--- config.mk ---
export PLATFORM = sky130hd
export DESIGN_NAME = board_manager
export DESIGN_NICKNAME = d
export VERILOG_FILES = /design/src/rtl/board_manager_pkg.sv /design/src/rtl/board_manager_cell_index.sv /design/src/rtl/board_manager.sv
export SDC_FILE = /design/constraint.sdc
export NUM_CORES = 1
export LEC_CHECK = 0
export BUFFER_PORTS_ARGS = -buffer_cell sky130_fd_sc_hd__buf_2
export CAP_MARGIN = 20
export CELL_PAD_IN_SITES_DETAIL_PLACEMENT = 1
export CELL_PAD_IN_SITES_GLOBAL_PLACEMENT = 1
export CORE_AREA = 2 2 278 280
export CTS_BUF_LIST = sky130_fd_sc_hd__clkbuf_4 sky130_fd_sc_hd__clkbuf_8
export DETAILED_ROUTE_END_ITERATION = 7
export DIE_AREA = 0 0 280 282
export PLACE_DENSITY_LB_ADDON = 0.1
export SYNTH_ARGS = -nofsm -noshare
export SYNTH_HDL_FRONTEND = slang
export SYNTH_SLANG_ARGS = --single-unit
export TNS_END_PERCENT = 10
--- constraint.sdc ---
create_clock -name clk -period 16.2 [get_ports clk]
set_input_delay 3.24 -clock clk [delete_from_list [all_inputs] [get_ports clk]]
set_output_delay 3.24 -clock clk [all_outputs]
set_load 0.005 [all_outputs]
--- src/rtl/board_manager_pkg.sv ---
// Shared Gobang constants: board geometry, player/winner/reject codes, FSM encodings.
package board_manager_pkg;

   localparam int BOARD_N = 15;
   localparam int CELLS   = BOARD_N * BOARD_N;
   localparam int CNT_W   = 8;

   localparam logic BLACK = 1'b0;
   localparam logic WHITE = 1'b1;

   localparam logic [1:0] WIN_NONE  = 2'b00;
   localparam logic [1:0] WIN_BLACK = 2'b01;
   localparam logic [1:0] WIN_WHITE = 2'b10;
   localparam logic [1:0] WIN_DRAW  = 2'b11;

   localparam logic [1:0] REJ_NONE = 2'b00;
   localparam logic [1:0] REJ_OFF  = 2'b01;
   localparam logic [1:0] REJ_OCC  = 2'b10;
   localparam logic [1:0] REJ_SIDE = 2'b11;

   localparam logic [1:0] ST_IDLE     = 2'd0;
   localparam logic [1:0] ST_VALIDATE = 2'd1;
   localparam logic [1:0] ST_EVAL     = 2'd2;

   typedef struct packed {
      logic [3:0] row;
      logic [3:0] col;
      logic       player;
   } move_t;

endpackage

--- src/rtl/board_manager_cell_index.sv ---
// Maps (row, col) to the flat cell index row*BOARD_N+col used by every board vector.
module cell_index
   import board_manager_pkg::*;
(
   input  logic [3:0] i_row,
   input  logic [3:0] i_col,
   output logic [7:0] o_idx
);

   assign o_idx = 8'(i_row) * 8'(BOARD_N) + 8'(i_col);

endmodule

--- src/rtl/board_manager.sv ---
// Gobang position owner: validates one move per handshake, commits it, hands it to
// the external win checker and settles the outcome (win, draw or turn pass).
module board_manager
   import board_manager_pkg::*;
(
   input  logic             clk,
   input  logic             rst_n,
   input  logic             new_game,
   input  logic             mv_valid,
   output logic             mv_ready,
   input  logic [3:0]       mv_row,
   input  logic [3:0]       mv_col,
   input  logic             mv_player,
   output logic [3:0]       chk_row,
   output logic [3:0]       chk_col,
   output logic [CELLS-1:0] chk_ch,
   input  logic             win_check,
   output logic [CELLS-1:0] board_black,
   output logic [CELLS-1:0] board_white,
   output logic             turn,
   output logic             game_over,
   output logic [1:0]       winner,
   output logic [CNT_W-1:0] move_count,
   output logic             acc_pulse,
   output logic             rej_pulse,
   output logic [1:0]       rej_code
);

   logic [1:0]       r_state;
   move_t            r_mv;
   logic [CELLS-1:0] r_black, r_white;
   logic             r_turn, r_over, r_chk_pl, r_acc, r_rej;
   logic [1:0]       r_winner, r_rej_code;
   logic [CNT_W-1:0] r_count;
   logic [3:0]       r_chk_row, r_chk_col;

   logic [7:0]       w_raw_idx, w_idx;
   logic             w_off, w_occ, w_side;
   logic [1:0]       w_code;

   cell_index u_cell_index (
      .i_row (r_mv.row),
      .i_col (r_mv.col),
      .o_idx (w_raw_idx)
   );

   // Off-board coordinates can alias onto real cells, so the index is forced to
   // zero and occupancy masked until the range check has passed.
   assign w_off  = (r_mv.row > 4'(BOARD_N - 1)) || (r_mv.col > 4'(BOARD_N - 1));
   assign w_idx  = w_off ? 8'd0 : w_raw_idx;
   assign w_occ  = !w_off && (r_black[w_idx] || r_white[w_idx]);
   assign w_side = (r_mv.player != r_turn);

   always_comb begin
      w_code = REJ_NONE;
      if (w_off)       w_code = REJ_OFF;
      else if (w_occ)  w_code = REJ_OCC;
      else if (w_side) w_code = REJ_SIDE;
   end

   always_ff @(posedge clk or negedge rst_n) begin
      if (!rst_n) begin
         r_state    <= ST_IDLE;
         r_mv       <= '0;
         r_black    <= '0;
         r_white    <= '0;
         r_turn     <= BLACK;
         r_over     <= 1'b0;
         r_winner   <= WIN_NONE;
         r_count    <= '0;
         r_chk_row  <= '0;
         r_chk_col  <= '0;
         r_chk_pl   <= BLACK;
         r_acc      <= 1'b0;
         r_rej      <= 1'b0;
         r_rej_code <= REJ_NONE;
      end else begin
         r_acc <= 1'b0;
         r_rej <= 1'b0;
         if (new_game) begin
            r_state    <= ST_IDLE;
            r_mv       <= '0;
            r_black    <= '0;
            r_white    <= '0;
            r_turn     <= BLACK;
            r_over     <= 1'b0;
            r_winner   <= WIN_NONE;
            r_count    <= '0;
            r_chk_row  <= '0;
            r_chk_col  <= '0;
            r_chk_pl   <= BLACK;
            r_rej_code <= REJ_NONE;
         end else begin
            case (r_state)
               ST_IDLE: begin
                  if (mv_valid && mv_ready) begin
                     r_mv    <= '{row: mv_row, col: mv_col, player: mv_player};
                     r_state <= ST_VALIDATE;
                  end
               end
               ST_VALIDATE: begin
                  if (w_code != REJ_NONE) begin
                     r_rej      <= 1'b1;
                     r_rej_code <= w_code;
                     r_state    <= ST_IDLE;
                  end else begin
                     if (r_mv.player == WHITE) r_white[w_idx] <= 1'b1;
                     else                      r_black[w_idx] <= 1'b1;
                     r_chk_row <= r_mv.row;
                     r_chk_col <= r_mv.col;
                     r_chk_pl  <= r_mv.player;
                     r_count   <= r_count + 1'b1;
                     r_state   <= ST_EVAL;
                  end
               end
               ST_EVAL: begin
                  r_acc   <= 1'b1;
                  r_state <= ST_IDLE;
                  // A five on the last free cell is still a win, so test it first.
                  if (win_check) begin
                     r_over   <= 1'b1;
                     r_winner <= (r_mv.player == WHITE) ? WIN_WHITE : WIN_BLACK;
                  end else if (r_count == CNT_W'(CELLS)) begin
                     r_over   <= 1'b1;
                     r_winner <= WIN_DRAW;
                  end else begin
                     r_turn <= ~r_turn;
                  end
               end
               default: r_state <= ST_IDLE;
            endcase
         end
      end
   end

   assign mv_ready    = (r_state == ST_IDLE) && !r_over;
   assign chk_row     = r_chk_row;
   assign chk_col     = r_chk_col;
   assign chk_ch      = r_chk_pl ? r_white : r_black;
   assign board_black = r_black;
   assign board_white = r_white;
   assign turn        = r_turn;
   assign game_over   = r_over;
   assign winner      = r_winner;
   assign move_count  = r_count;
   assign acc_pulse   = r_acc;
   assign rej_pulse   = r_rej;
   assign rej_code    = r_rej_code;

endmodule
* After elaboration in Yosys (flattened, before gate mapping)
Index checks and enable logic that the tools add are counted.
** Storage, ports and cells
- Bits in registers :: 486
** Cells by class
- Add/subtract/negate cells :: 2
- $mul :: 1
- Magnitude comparators :: 4
- Equality and inequality tests :: 9
- Mux-type cells :: 59
- Bitwise gates (word level) :: 3
- Reductions and logical operators :: 24
** Operators by type and width (count)
- 225-bit 2-to-1 mux :: 9
- 225-bit bitwise OR :: 2
- 8-bit 2-to-1 mux :: 4
- 2-bit 2-to-1 mux :: 14
- 9-bit 2-to-1 mux :: 3
- 4-bit 2-to-1 mux :: 6
- 1-bit 2-to-1 mux :: 19
- 1-bit binary-select mux with 8-bit select :: 2
- 2-bit nonzero test :: 7
- 8-bit by 9-bit less-than comparator with 1-bit output, second input constant :: 1
- 3-bit AND reduction :: 3
- 8-bit by 1-bit adder with 8-bit output, second input constant :: 1
- 8-bit by 4-bit adder with 8-bit output :: 1
- 1-bit demux with 8-bit select :: 1
- 8-bit == test, second input constant :: 1
- 8-bit by 1-bit greater-or-equal comparator with 1-bit output, second input constant :: 1
- 4-bit greater-than comparator, second input constant :: 2
- 4-bit by 4-bit multiplier with 8-bit output, second input constant :: 1
- 2-bit != test, second input constant :: 4
- 2-bit AND reduction :: 4
- 1-bit logical AND :: 4
- 2-bit case mux with 2 select lines :: 1
- 3-bit != test, second input constant :: 1
- 3-bit nonzero test :: 1
- 7 further kinds :: 9

* Longest topological paths before layout
- Depth after elaboration :: 13
- Depth in mapped cells :: 23
- Gate-level depth less buffers :: 18

* Cells and area by module
From an unflattened synthesis, not the netlist that was laid out.
** Unflattened totals
- Cell total of the unflattened synthesis :: 2148
- Area, all modules :: 25697.1 sq um
** By module, submodules not included
- board_manager :: times used 1, cells each 2085, area an instance 25120.3 sq um, sequential area each 12161.7 sq um
- cell_index :: times used 1, cells each 63, area an instance 576.8 sq um, sequential area each 0.0 sq um

* Worst setup path before layout
Ideal clock, no wire load.
- Path kind :: register -> register
- From :: reg r_mv[6] (netlist bit)
- To :: reg r_white[124], in the netlist board_white[124]
- Library setup time :: 0.082 ns
- Arrival time :: 5.445 ns
- Data required time :: 16.118 ns
- Slack :: 10.673 ns
- Stages on the path, launching flop included :: 21
- Path through :: dfrtp_1 -> fa_1 -> fa_1 -> inv_1 -> fa_1 -> inv_1 -> ha_1 -> clkbuf_2 -> a211oi_1 -> o211ai_1 -> nor2_1 -> or2_2 -> clkbuf_1 -> a21oi_1 -> o31a_1 -> or4_4 -> or3_1 -> or3_1 -> buf_2 -> buf_6 -> o22ai_2
** On the way
- Longest elaborated chain between the ends :: 12
- Elaborated cells between the ends (all ways) :: 27
- Classes of those cells :: add/sub (1); mul (1); order compare (3); eq/ne (1); mux (13); bitwise (1); reduce/logical (7)
** Ends and longest elaborated chain
- start, declared :: RTL line board_manager.sv:30 : move_t r_mv;
- start signal, assigned :: RTL line board_manager.sv:97 : r_mv <= '{row: mv_row, col: mv_col, player: mv_player};
- 4-bit by 4-bit multiplier with 8-bit output / 4-bit greater-than comparator (equally long branches) :: RTL line board_manager_cell_index.sv:10, board_manager.sv:49
- 8-bit by 4-bit adder with 8-bit output / 1-bit logical OR (equally long branches) :: RTL line board_manager_cell_index.sv:10, board_manager.sv:49
- 8-bit 2-to-1 mux :: RTL line board_manager.sv:50 : assign w_idx = w_off ? 8'd0 : w_raw_idx;
- 1-bit binary-select mux with 8-bit select, or another cell as far along :: RTL line board_manager.sv:51 : assign w_occ = !w_off && (r_black[w_idx] || r_white[w_idx]);
- 1-bit 2-to-1 mux (not written as such) / 1-bit logical AND (equally long branches) :: RTL line board_manager.sv:51, board_manager.sv:107
- 1-bit logical OR / 1-bit 2-to-1 mux (equally long branches) :: RTL line board_manager.sv:51, board_manager.sv:107
- 1-bit logical AND / 1-bit demux with 8-bit select (equally long branches) :: RTL line board_manager.sv:51, board_manager.sv:107
- 2-bit 2-to-1 mux / 225-bit bitwise OR (equally long branches)
- 2-bit 2-to-1 mux / 225-bit 2-to-1 mux (equally long branches) :: RTL line board_manager.sv:56, board_manager.sv:107
- 2-bit nonzero test / 225-bit 2-to-1 mux (equally long branches) :: RTL line board_manager.sv:102 : if (w_code != REJ_NONE) begin
- 2-bit != test (no line) / 225-bit 2-to-1 mux (equally long branches)
- 3-bit AND reduction (no line) / 225-bit 2-to-1 mux (equally long branches)
- end signal, assigned :: RTL line board_manager.sv:66 : r_white <= '0;
- end signal, assigned :: RTL line board_manager.sv:84 : r_white <= '0;
- end signal, assigned by index :: RTL line board_manager.sv:107 : if (r_mv.player == WHITE) r_white[w_idx] <= 1'b1;
- end, declared :: RTL line board_manager.sv:31 : logic [CELLS-1:0] r_black, r_white;
Several ways; a longest one is shown, not always the timed one. The select of a mux whose other input is x is not followed.
A chain may end at the register's enable or synchronous reset.

* Worst setup path in the final report
- From :: reg r_mv[7] (netlist bit)
- To :: reg r_black[79], in the netlist board_black[79]
** On the way
- Longest elaborated chain between the ends :: 12
- Elaborated cells between the ends (all ways) :: 27
- Classes of those cells :: add/sub (1); mul (1); order compare (3); eq/ne (1); mux (13); bitwise (1); reduce/logical (7)
** Ends and longest elaborated chain
- 4-bit by 4-bit multiplier with 8-bit output / 4-bit greater-than comparator (equally long branches) :: RTL line board_manager_cell_index.sv:10, board_manager.sv:49
- 8-bit by 4-bit adder with 8-bit output / 1-bit logical OR (equally long branches) :: RTL line board_manager_cell_index.sv:10, board_manager.sv:49
- 8-bit 2-to-1 mux :: RTL line board_manager.sv:50
- 1-bit binary-select mux with 8-bit select, or another cell as far along :: RTL line board_manager.sv:51
- 1-bit 2-to-1 mux (not written as such) / 1-bit logical AND (equally long branches) :: RTL line board_manager.sv:51, board_manager.sv:108
- 1-bit logical OR / 1-bit 2-to-1 mux (equally long branches) :: RTL line board_manager.sv:51, board_manager.sv:108
- 1-bit logical AND / 1-bit demux with 8-bit select (equally long branches) :: RTL line board_manager.sv:51, board_manager.sv:108
- 2-bit 2-to-1 mux / 225-bit bitwise OR (equally long branches)
- 2-bit 2-to-1 mux / 225-bit 2-to-1 mux (equally long branches) :: RTL line board_manager.sv:56, board_manager.sv:107
- 2-bit nonzero test / 225-bit 2-to-1 mux (equally long branches) :: RTL line board_manager.sv:102
- 2-bit != test (no line) / 225-bit 2-to-1 mux (equally long branches)
- 3-bit AND reduction (no line) / 225-bit 2-to-1 mux (equally long branches)
- end signal, assigned :: RTL line board_manager.sv:65 : r_black <= '0;
- end signal, assigned :: RTL line board_manager.sv:83 : r_black <= '0;
- end signal, assigned by index :: RTL line board_manager.sv:108 : else r_black[w_idx] <= 1'b1;
- end, declared :: RTL line board_manager.sv:31
Several ways; a longest one is shown, not always the timed one. The select of a mux whose other input is x is not followed.

==> qor.yml <==
place:
  dp_slack_ns: 8.07
  dp_cells: 4395
  gp_congestion: 0.988
  io_buffers: 713
  placed_area_mm2: 0.0299
  dpl.hpwl_um: 111000
timing:
  tns_ns: 0
  rsz0062_at_grt: "false"
  fin_crit_ns: 8.25
  hold_viol: 0
  setup_ws_ns: 7.95
  maxSlewViolCount: 0
  setup_violations: 0
  relSlewSlack_pct: 16.1
  worstMarginPinSlew_ns: 1.26
  hold_slack_ns: 0.501
  fin_worst_skew_ns: 0.0298
  fin_crit_sh_pct: 50.9
  max_freq_mhz: 121
global_route:
  grt_pass1_vias: 27361
  antenna_found_initial: 8
  grt_util_all_layers_pct: 36.9
  grt_max_degree: 121
  overflow: 0
  grt_pass1_wl_um: 209000
worst_setup_path:
  crit_fanout: 55
  worstSetupPathType: "reg -> reg"
  crit_family: "adder cells"
  required_ns: 16.82
  slowest_delay_ns: 1.17
  startpoint: "r_mv[7]$_DFFE_PN0P_"
  rrSetupSlack_ns: 7.95
  crit_chain: "fa_1 -> fa_1 -> fa_4 -> buf_4 -> or3_1 -> o211ai_2 -> a222oi_1 -> o211ai_1 -> a221oi_2 -> a21boi_1 -> or4_4 -> nor3_1 -> nand2b_2 -> buf_4 -> o22ai_1"
  critPathBufInv: 2
  crit_path_start_kind: "register"
  r2r-start: "r_mv[7]$_DFFE_PN0P_"
  arrival_ns: 8.87
  crit_slowest_cell: "fa_4"
  endpoint_kind: "register"
floorplan:
  die_h_um: 282
  die_area_mm2: 0.0790
  ioPinCount: 714
  start_util_pct: 33.7
  die_width_um: 280
  num_rows: 101
  core_mm2: 0.0757
clock_tree:
  post_cts_resized: 0
  htree_levels: 3
  cts_tree: "built"
  clk_latency_ns: 0.72
  post_cts_buffers: 0
  cts_max_path_buffers: 3
  clock_sinks: 486
  clk_pin_slew_ns: 0.06
  root_buffer: "clkbuf_8"
  cts_made_buffers: 89
  cts.hold.buffers_added: 0
layout:
  fin_util_pct: 42.2
  finalNonFillerCells: 4561
  drive_above_1_share_pct: 29.0
  synthToLayoutAreaGrowth_pct: 25.4
  finalNetCount: 3554
  fillers: 9040
  final_area_mm2: 0.0320
synthesis:
  ys_top_cells_by_area: "dfrtp_1 (48%), o22ai_1 (11%), inv_1 (6.8%)"
  yosysSeqAreaShare_pct: 47.7
  yosys.area.top_type_share_pct: 47.7
  avgSynthCellArea_um2: 8.84
  async_reset_ff_share_pct: 100
  synth_top_area_cell: "dfrtp_1"
  ys_types: 79
  synth_fp_nets: 2925
  synth-seq-cells: 486
  synthFlopType: "dfrtp_1"
  synth_warnings: 0
  synth_cells: 2884
  synth_edf_count: 0
  syn_area_mm2: 0.0255
detailed_routing:
  drc_errors: 0
  antenna_left: 0
  drtIter0Drc: 3041
  wl_um: 150000
  drt_first_pass_iters: 6
  wl_per_cell_um: 32.9
  vias_per_cell: 5.96
  dr_total_vias: 27170
power:
  power_frac_comb_pct: 31.4
  ir_drop_v: 0.0000855
  p_leak_nw: 15.0
  p_int_mw: 2.25
  p_seq_share_pct: 33.2
  p_switching_mw: 1.46
  power_mw: 3.72
  p_sw_share_pct: 39.4
  p_clk_share_pct: 35.4
  power_density_mw_per_mm2: 116
status:
  run_status: "finished, final reports clean"
min_path:
  min_from: "chk_row[2]$_DFFE_PN0P_"
  hold_path_class: "reg -> reg"
job:
  maxCapViolCount: 0
==> sequential cells by signal (all words and copies together), names as in the netlist <==
| register | flops |
|---|---|
| chk_row | 4 |
| chk_col | 4 |
| winner | 2 |
| game_over | 1 |
| board_white | 225 |
| turn | 1 |
| r_mv | 9 |
| r_chk_pl | 1 |
| board_black | 225 |
| r_state | 2 |
| rej_code | 2 |
| move_count | 8 |
| rej_pulse | 1 |
| acc_pulse | 1 |
==> worst register-to-register path: cells and delay by family (launching register included) <==
family,cells,cell delay [ns]
fa+ha+maj,3,2.27
flops,1,0.55
buf+inv,2,1.35
compound gates,6,1.84
simple gates,4,2.16
==> power groups by stage <==
stage,sequential [mW],clock [mW],combinational [mW]
final,1.23,1.31,1.17
after global routing,1.23,1.37,1.19
after CTS,1.23,1.32,1.12
after detailed placement,1.26,0,1.11
after global placement,1.26,0,1.10
after floorplan,1.25,0,0.609
==> layout by cell type, fill, tap and decap left out, types with 19 or more instances in the layout <==
cell type    n
a21oi_1     43
a22oi_1     22
buf_2      711
buf_4       53
clkbuf_8   125
dfrtp_1    485
inv_1      458
mux2_2      30
mux2i_1     76
mux4_2      19
nand2_1    384
nand3_1     23
nor2_1      64
nor3_1      21
o21ai_0    240
o221ai_1    44
o22ai_1    457
==> layer usage <==
layer | routed length, um | global-route usage (%)
met1 | 59900 | 47.8
met5 | 59 | 0
met3 | 13900 | 9.50
met2 | 68800 | 58.0
met4 | 7450 | 16.4
==> path summary, 6_finish.rpt <==
kind,cells past startpoint,endpoint
setup / recovery,15,board_black[79]$_DFFE_PN0P_
hold / removal,1,chk_row[2]$_DFFE_PN0P_
setup reg to reg,15,board_black[79]$_DFFE_PN0P_
hold reg to reg,1,chk_row[2]$_DFFE_PN0P_
max in group asynchronous,3,r_chk_pl$_DFFE_PN0P_
min in group asynchronous,1,board_black[86]$_DFFE_PN0P_
==> cell families after synthesis <==
group	synth area share, %
adders and majority gates	1.53
and+or+nand+nor	10.3
xor gates and xnor gates	0.299
AOI/OAI and AO/OA	23.7
muxes	5.99
DFF	47.7
buffers and inverters	10.5
==> layout make-up <==
cell class | count | area, um2 | area share, %
repair buffers | 770 | 4080 | 12.8
flip-flops and latches | 486 | 12200 | 38.1
multi-input cells | 1705 | 10800 | 33.7
clock buffers | 141 | 1840 | 5.76
well taps | 978 | 1220 | 3.83
inverters | 461 | 1730 | 5.41
clock inverters | 17 | 133 | 0.415
diodes | 3 | 7.51 | 0.0235
==> Yosys cell counts, types with 8 or more instances <==
cell	count
nand2_1	386
buf_2	26
or2_2	8
nor3_1	29
mux4_2	19
o41ai_1	8
mux2i_1	76
mux2_2	30
nor2_1	70
or3_1	14
nand3_1	25
o21ai_0	240
a221oi_1	16
a32o_1	11
o22ai_2	10
and3_1	8
nand4_1	11
o22ai_1	457
ha_1	20
a31oi_1	11
o221ai_1	44
buf_1	19
clkbuf_1	176
inv_1	459
dfrtp_1	486
a22oi_1	22
nand2b_1	18
a21oi_1	43
a211oi_1	8
(Power assumes the default switching activity.)
